**config.mk**
```make
export PLATFORM = sky130hd
export DESIGN_NAME = cache_ctrl_dm
export DESIGN_NICKNAME = d
export VERILOG_FILES = /design/src/rtl/cache_ctrl_dm.sv
export SDC_FILE = /design/constraint.sdc
export NUM_CORES = 1
export LEC_CHECK = 0
export BUFFER_PORTS_ARGS = -buffer_cell sky130_fd_sc_hd__buf_2
export CAP_MARGIN = 0
export CORE_AREA = 2 2 506 508
export DETAILED_ROUTE_END_ITERATION = 8
export DIE_AREA = 0 0 508 510
export HOLD_SLACK_MARGIN = 0.02
export PLACE_DENSITY = 0.37
export SYNTH_ARGS = -nofsm -noshare
export SYNTH_HDL_FRONTEND = slang
export SYNTH_SLANG_ARGS = --single-unit
```
**constraint.sdc**
```tcl
create_clock -name clk -period 4.4 [get_ports clk]
set_clock_uncertainty 0.1 [all_clocks]
set_input_delay 0.44 -clock clk [delete_from_list [all_inputs] [get_ports clk]]
set_output_delay 0.44 -clock clk [all_outputs]
set_load 0.05 [all_outputs]
```
**src/rtl/cache_ctrl_dm.sv**
```systemverilog
// Direct-mapped write-back/write-allocate cache line-array controller.
// Define CACHE_CTRL_STATS_EN to add the stat_hit/stat_miss counters.
module cache_ctrl_dm #(
  parameter int OFFSET_WIDTH = 3,
  parameter int INDEX_WIDTH  = 7,
  parameter int TAG_WIDTH    = 30 - OFFSET_WIDTH - INDEX_WIDTH,
  parameter int DATA_WIDTH   = 32,
  parameter int BLOCK_WIDTH  = (1 << OFFSET_WIDTH) * DATA_WIDTH
) (
  input  logic                              clk,
  input  logic                              rst,
  input  logic                              cpu_req,
  input  logic                              cpu_we,
  input  logic [31:0]                       cpu_addr,
  input  logic [3:0]                        cpu_byte_en,
  input  logic [DATA_WIDTH-1:0]             cpu_wdata,
  output logic [DATA_WIDTH-1:0]             cpu_rdata,
  output logic                              cpu_ready,
  output logic                              ln_enable,
  output logic                              ln_cmp,
  output logic                              ln_write,
  output logic                              ln_valid_in,
  output logic [3:0]                        ln_byte_w_en,
  output logic [TAG_WIDTH-1:0]              ln_tag,
  output logic [INDEX_WIDTH-1:0]            ln_index,
  output logic [OFFSET_WIDTH-1:0]           ln_word_sel,
  output logic [DATA_WIDTH-1:0]             ln_data_in,
  output logic [BLOCK_WIDTH-1:0]            ln_block_in,
  input  logic                              ln_hit,
  input  logic                              ln_dirty,
  input  logic                              ln_valid,
  input  logic [TAG_WIDTH-1:0]              ln_tag_out,
  input  logic [DATA_WIDTH-1:0]             ln_data_out,
  input  logic [BLOCK_WIDTH-1:0]            ln_data_wb,
  output logic                              mem_req,
  output logic                              mem_we,
  output logic [TAG_WIDTH+INDEX_WIDTH-1:0]  mem_addr,
  output logic [BLOCK_WIDTH-1:0]            mem_wdata,
  input  logic [BLOCK_WIDTH-1:0]            mem_rdata,
  input  logic                              mem_ack
`ifdef CACHE_CTRL_STATS_EN
  ,
  output logic [31:0]                       stat_hit,
  output logic [31:0]                       stat_miss
`endif
);

  typedef enum logic [2:0] {
    S_IDLE,
    S_LOOKUP,
    S_WRITE,
    S_WB,
    S_REFILL,
    S_LOAD
  } state_t;

  state_t state, state_nx;

  logic                    req_we;
  logic [3:0]              req_be;
  logic [DATA_WIDTH-1:0]   req_wdata;
  logic [TAG_WIDTH-1:0]    req_tag;
  logic [INDEX_WIDTH-1:0]  req_index;
  logic [OFFSET_WIDTH-1:0] req_word;
  logic [BLOCK_WIDTH-1:0]  refill_buf;
  logic                    lookup_hit;
  logic [1:0]              unused_addr;

  assign unused_addr = cpu_addr[1:0];
  assign lookup_hit  = ln_hit & ln_valid;

  assign ln_tag      = req_tag;
  assign ln_index    = req_index;
  assign ln_word_sel = req_word;
  assign ln_data_in  = req_wdata;
  assign ln_block_in = refill_buf;

  always_ff @(posedge clk or negedge rst) begin
    if (!rst) begin
      state      <= S_IDLE;
      req_we     <= 1'b0;
      req_be     <= '0;
      req_wdata  <= '0;
      req_tag    <= '0;
      req_index  <= '0;
      req_word   <= '0;
      refill_buf <= '0;
      cpu_rdata  <= '0;
      cpu_ready  <= 1'b0;
      mem_addr   <= '0;
      mem_wdata  <= '0;
    end else begin
      state     <= state_nx;
      cpu_ready <= 1'b0;
      unique case (state)
        S_IDLE: begin
          if (cpu_req) begin
            req_we    <= cpu_we;
            req_be    <= cpu_byte_en;
            req_wdata <= cpu_wdata;
            req_word  <= cpu_addr[OFFSET_WIDTH+1:2];
            req_index <=
              cpu_addr[OFFSET_WIDTH+INDEX_WIDTH+1:OFFSET_WIDTH+2];
            req_tag   <= cpu_addr[31:32-TAG_WIDTH];
          end
        end
        S_LOOKUP: begin
          if (lookup_hit) begin
            if (!req_we) begin
              cpu_rdata <= ln_data_out;
              cpu_ready <= 1'b1;
            end
          end else if (ln_valid && ln_dirty) begin
            mem_wdata <= ln_data_wb;
            mem_addr  <= {ln_tag_out, req_index};
          end else begin
            mem_addr  <= {req_tag, req_index};
          end
        end
        S_WRITE: cpu_ready <= 1'b1;
        S_WB: begin
          if (mem_ack) mem_addr <= {req_tag, req_index};
        end
        S_REFILL: begin
          if (mem_ack) refill_buf <= mem_rdata;
        end
        default: ;
      endcase
    end
  end

  always_comb begin
    state_nx     = state;
    ln_enable    = 1'b0;
    ln_cmp       = 1'b0;
    ln_write     = 1'b0;
    ln_valid_in  = 1'b0;
    ln_byte_w_en = '0;
    mem_req      = 1'b0;
    mem_we       = 1'b0;
    unique case (state)
      S_IDLE: begin
        if (cpu_req) state_nx = S_LOOKUP;
      end
      S_LOOKUP: begin
        ln_enable = 1'b1;
        ln_cmp    = 1'b1;
        if (lookup_hit)
          state_nx = req_we ? S_WRITE : S_IDLE;
        else if (ln_valid && ln_dirty)
          state_nx = S_WB;
        else
          state_nx = S_REFILL;
      end
      S_WRITE: begin
        ln_enable    = 1'b1;
        ln_cmp       = 1'b1;
        ln_write     = 1'b1;
        ln_byte_w_en = req_be;
        state_nx     = S_IDLE;
      end
      S_WB: begin
        mem_req = 1'b1;
        mem_we  = 1'b1;
        if (mem_ack) state_nx = S_REFILL;
      end
      S_REFILL: begin
        mem_req = 1'b1;
        if (mem_ack) state_nx = S_LOAD;
      end
      S_LOAD: begin
        ln_enable   = 1'b1;
        ln_write    = 1'b1;
        ln_valid_in = 1'b1;
        state_nx    = S_LOOKUP;
      end
      default: state_nx = S_IDLE;
    endcase
  end

`ifdef CACHE_CTRL_STATS_EN
  // replay marks the LOOKUP that follows a LOAD so it is not counted twice
  logic replay;

  always_ff @(posedge clk or negedge rst) begin
    if (!rst) begin
      replay    <= 1'b0;
      stat_hit  <= '0;
      stat_miss <= '0;
    end else begin
      if (state == S_LOAD)
        replay <= 1'b1;
      else if (state == S_IDLE)
        replay <= 1'b0;
      if (state == S_LOOKUP && !replay) begin
        if (lookup_hit) stat_hit  <= stat_hit + 32'd1;
        else            stat_miss <= stat_miss + 32'd1;
      end
    end
  end
`else
  // default build carries no statistics state
`endif

endmodule
```
==> impl_metrics.csv <==
group,metric,value,unit
global_route,grt_max_degree,109,
cts,postCtsSetupRepairBufs,0,
die,die_area,259000,um^2
drt,dr.pass1.iters,4,
worst_hold_path,worstHoldEndpoint,"mem_addr[16]",
global_route,grt_util_all_layers,12.0,%
finish,final.fill_count,28000,
worst_hold_path,min_path_cells,4,
yosys,syn_inst,1464,
global_route,grt_first_pass_wirelength,208000,um
setup_path,timing.rr.end,"ln_block_in[4]",
cts,clock-sinks,642,
finish,final_area,44200,um^2
place,post_dp_cell_area,34900,um^2
sta,tns,0,ns
yosys,synth_warnings,0,
cts,cts_tree,"yes",
finish,drive_gt1_share,46.2,%
place,gp_congestion,0.892,
die,rows,185,
yosys,synthArstFlopShare,100,%
setup_path,cp-start-kind,"flip-flop",
worst_hold_path,min_from,"ln_dirty",
drt,drt_iter0_drc,738,
global_route,overflow,0,
global_route,grt_pass1_vias,22700,
die,initial_core_util,9.67,%
cts,numCtsBuffers,85,
setup_path,r2r-start,"state[1]",
finish,final_common_cell,"buf_2",
yosys,avgSynthCellArea,16.7,um^2
sta,worst_pin_slew,0.840,ns
sta,hold_viol,0,
cts,root_buffer,"clkbuf_16",
setup_path,r2r_cells,5,
cts,clock_latency,0.72,ns
yosys,ys_seq_area_share,65.5,%
flow_run,cap_violations,0,
drt,drtAntennaViolNets,0,
drt,wl_per_cell,23.4,um
place,hpwl,134000,um
drt,drt-total-wl,161000,um
drt,vias_per_cell,3.07,
power,power_density,875,nW/um^2
yosys,synth_area_leaders,"dfrtp_1 (66%), mux2_1 (22%), mux2_2 (6.8%)",
setup_path,r2r_slack,1.59,ns
cts,path_clk_slew,0.06,ns
global_route,antenna_found_initial,98,
worst_hold_path,hp-class,"input pin to flip-flop",
cts,cts_max_path_buffers,3,
yosys,synth.largest_area_cell,"dfrtp_1",
die,die_h,510,um
power,leakagePower,20.0,nW
sta,setup_viol,0,
die,core,253000,um^2
yosys,synth_edf_count,0,
drt,drc,0,
yosys,syn_nets,2104,
finish,layout_common_cells,"buf_2 (1280), dfrtp_1 (642), dlygate4sd3_1 (637)",
setup_path,crit_fanout,14,
die,top_level_ports,1284,
status,status,"finished clean",
sta,maxSlewHeadroom,44.0,%
setup_path,cp.required,3.86,ns
sta,min_period,3.52,ns
die,die_w,508,um
sta,rsz0062_at_grt,"no",
yosys,synth_top_area_share,65.5,%
yosys,synth_cell_type_count,31,
finish,area_growth,80.3,%
place,portBuffers,1281,
setup_path,path_class,"flip-flop to primary output",
setup_path,cp.arrival,2.98,ns
power,finalPower,38.7,mW
drt,vias,21100,
sta,finalCritPeriodShare,80.1,%
cts,cts_max_level,3,
finish,fin_util,17.4,%
yosys,ys.flop_type,"dfrtp_1",
finish,nets,4061,
setup_path,cp-end-kind,"primary output",
power,ir_drop,0.000580,V
sta,fmax,284,MHz
yosys,ys_ff_latch,642,
sta,slew_violations,0,
yosys,synth_area,24500,um^2
-- cell usage after synthesis, types with 2 or more instances --
cell type  number
nand3b_1        2
dfrtp_1       642
a31oi_1        40
nor4_4          2
or2_2           2
buf_2          11
mux2_2        147
o21ai_0        24
and2_1          4
nand4_1        20
inv_1           3
nand2_1         3
buf_6          51
nand2b_1        2
mux2_1        471
clkbuf_1       16
nor3b_1         2
buf_4           9
-- how the worst max path moves through the flow --
stage	endpoint	cells after the start	from	slack (ns)
finish	mem_we	3	state[1]	0.88
global route	mem_we	3	state[1]	0.56
CTS	mem_we	3	state[1]	0.77
detailed placement	mem_wdata[137]	6	ln_valid	1.62
global placement	mem_we	3	state[1]	1.62
floorplan	ln_write	3	state[1]	1.57
-- cell families after synthesis --
kind of cell | after synthesis | synth area share (%)
and+or+nand+nor | 45 | 1.29
buffers and inverters | 90 | 3.13
AOI/OAI and AO/OA | 68 | 1.65
DFF | 642 | 65.5
xor gates and xnor gates | 1 | 0.0357
muxes | 618 | 28.4
-- worst max-delay path, stage by stage, from the launching register on --
cell	delay (ns)
dfrtp_1	0.72
nand3b_1	0.57
inv_1	0.59
buf_2	0.37
-- timing repair --
item	CTS	global route
resized for setup	0	0
endpoints found under the hold margin	690	0
hold buffers	637	0
setup endpoints to repair	0	0
-- layer usage --
metal | vias to the layer above | share of wire, % | global-route usage (%)
li1 | 9248 | - | -
met4 | 56 | 3.3 | 3.91
met3 | 274 | 14 | 7.40
met2 | 1097 | 44 | 18.7
met5 | - | 0.22 | 0
met1 | 10500 | 39 | 13.3
-- state kept, by name (all words and copies together) (netlist names) --
name	cells
cpu_rdata	32
state	3
req_we	1
cpu_ready	1
ln_data_in	32
mem_wdata	256
ln_tag	20
mem_addr	27
ln_block_in	256
ln_word_sel	3
req_be	4
ln_index	7
-- final cells by class --
class / count / area, um^2 / area share (%)
clock buffer: 117 / 2400 / 5.42
sequential: 642 / 16100 / 36.3
inverter: 3 / 11.3 / 0.0255
timing repair buffer: 1957 / 13300 / 30.0
antenna: 28 / 70.1 / 0.158
tap: 3366 / 4210 / 9.52
clock inverter: 38 / 505 / 1.14
multi-input combinational: 732 / 7690 / 17.4
-- per-stage QoR --
stage / setup WS [ns] / hold WS [ns] / std cells
2_1_floorplan: 1.57 / 0.0444 / 1464
3_3_place_gp: 1.62 / 0.362 / 6063
3_5_place_dp: 1.62 / 0.369 / 6063
4_1_cts: 0.771 / 0.0682 / 6855
5_1_grt: 0.559 / 0.130 / 6866
6_report: 0.877 / 0.178 / 6883
-- power breakdown --
part | switching [mW] | internal, mW | leakage (nW)
clock | 3.11 | 4.26 | 1.41
sequential | 1.64 | 8.88 | 7.70
combinational | 16.1 | 4.73 | 10.9
No activity file was read; power rests on OpenSTA's default activity.
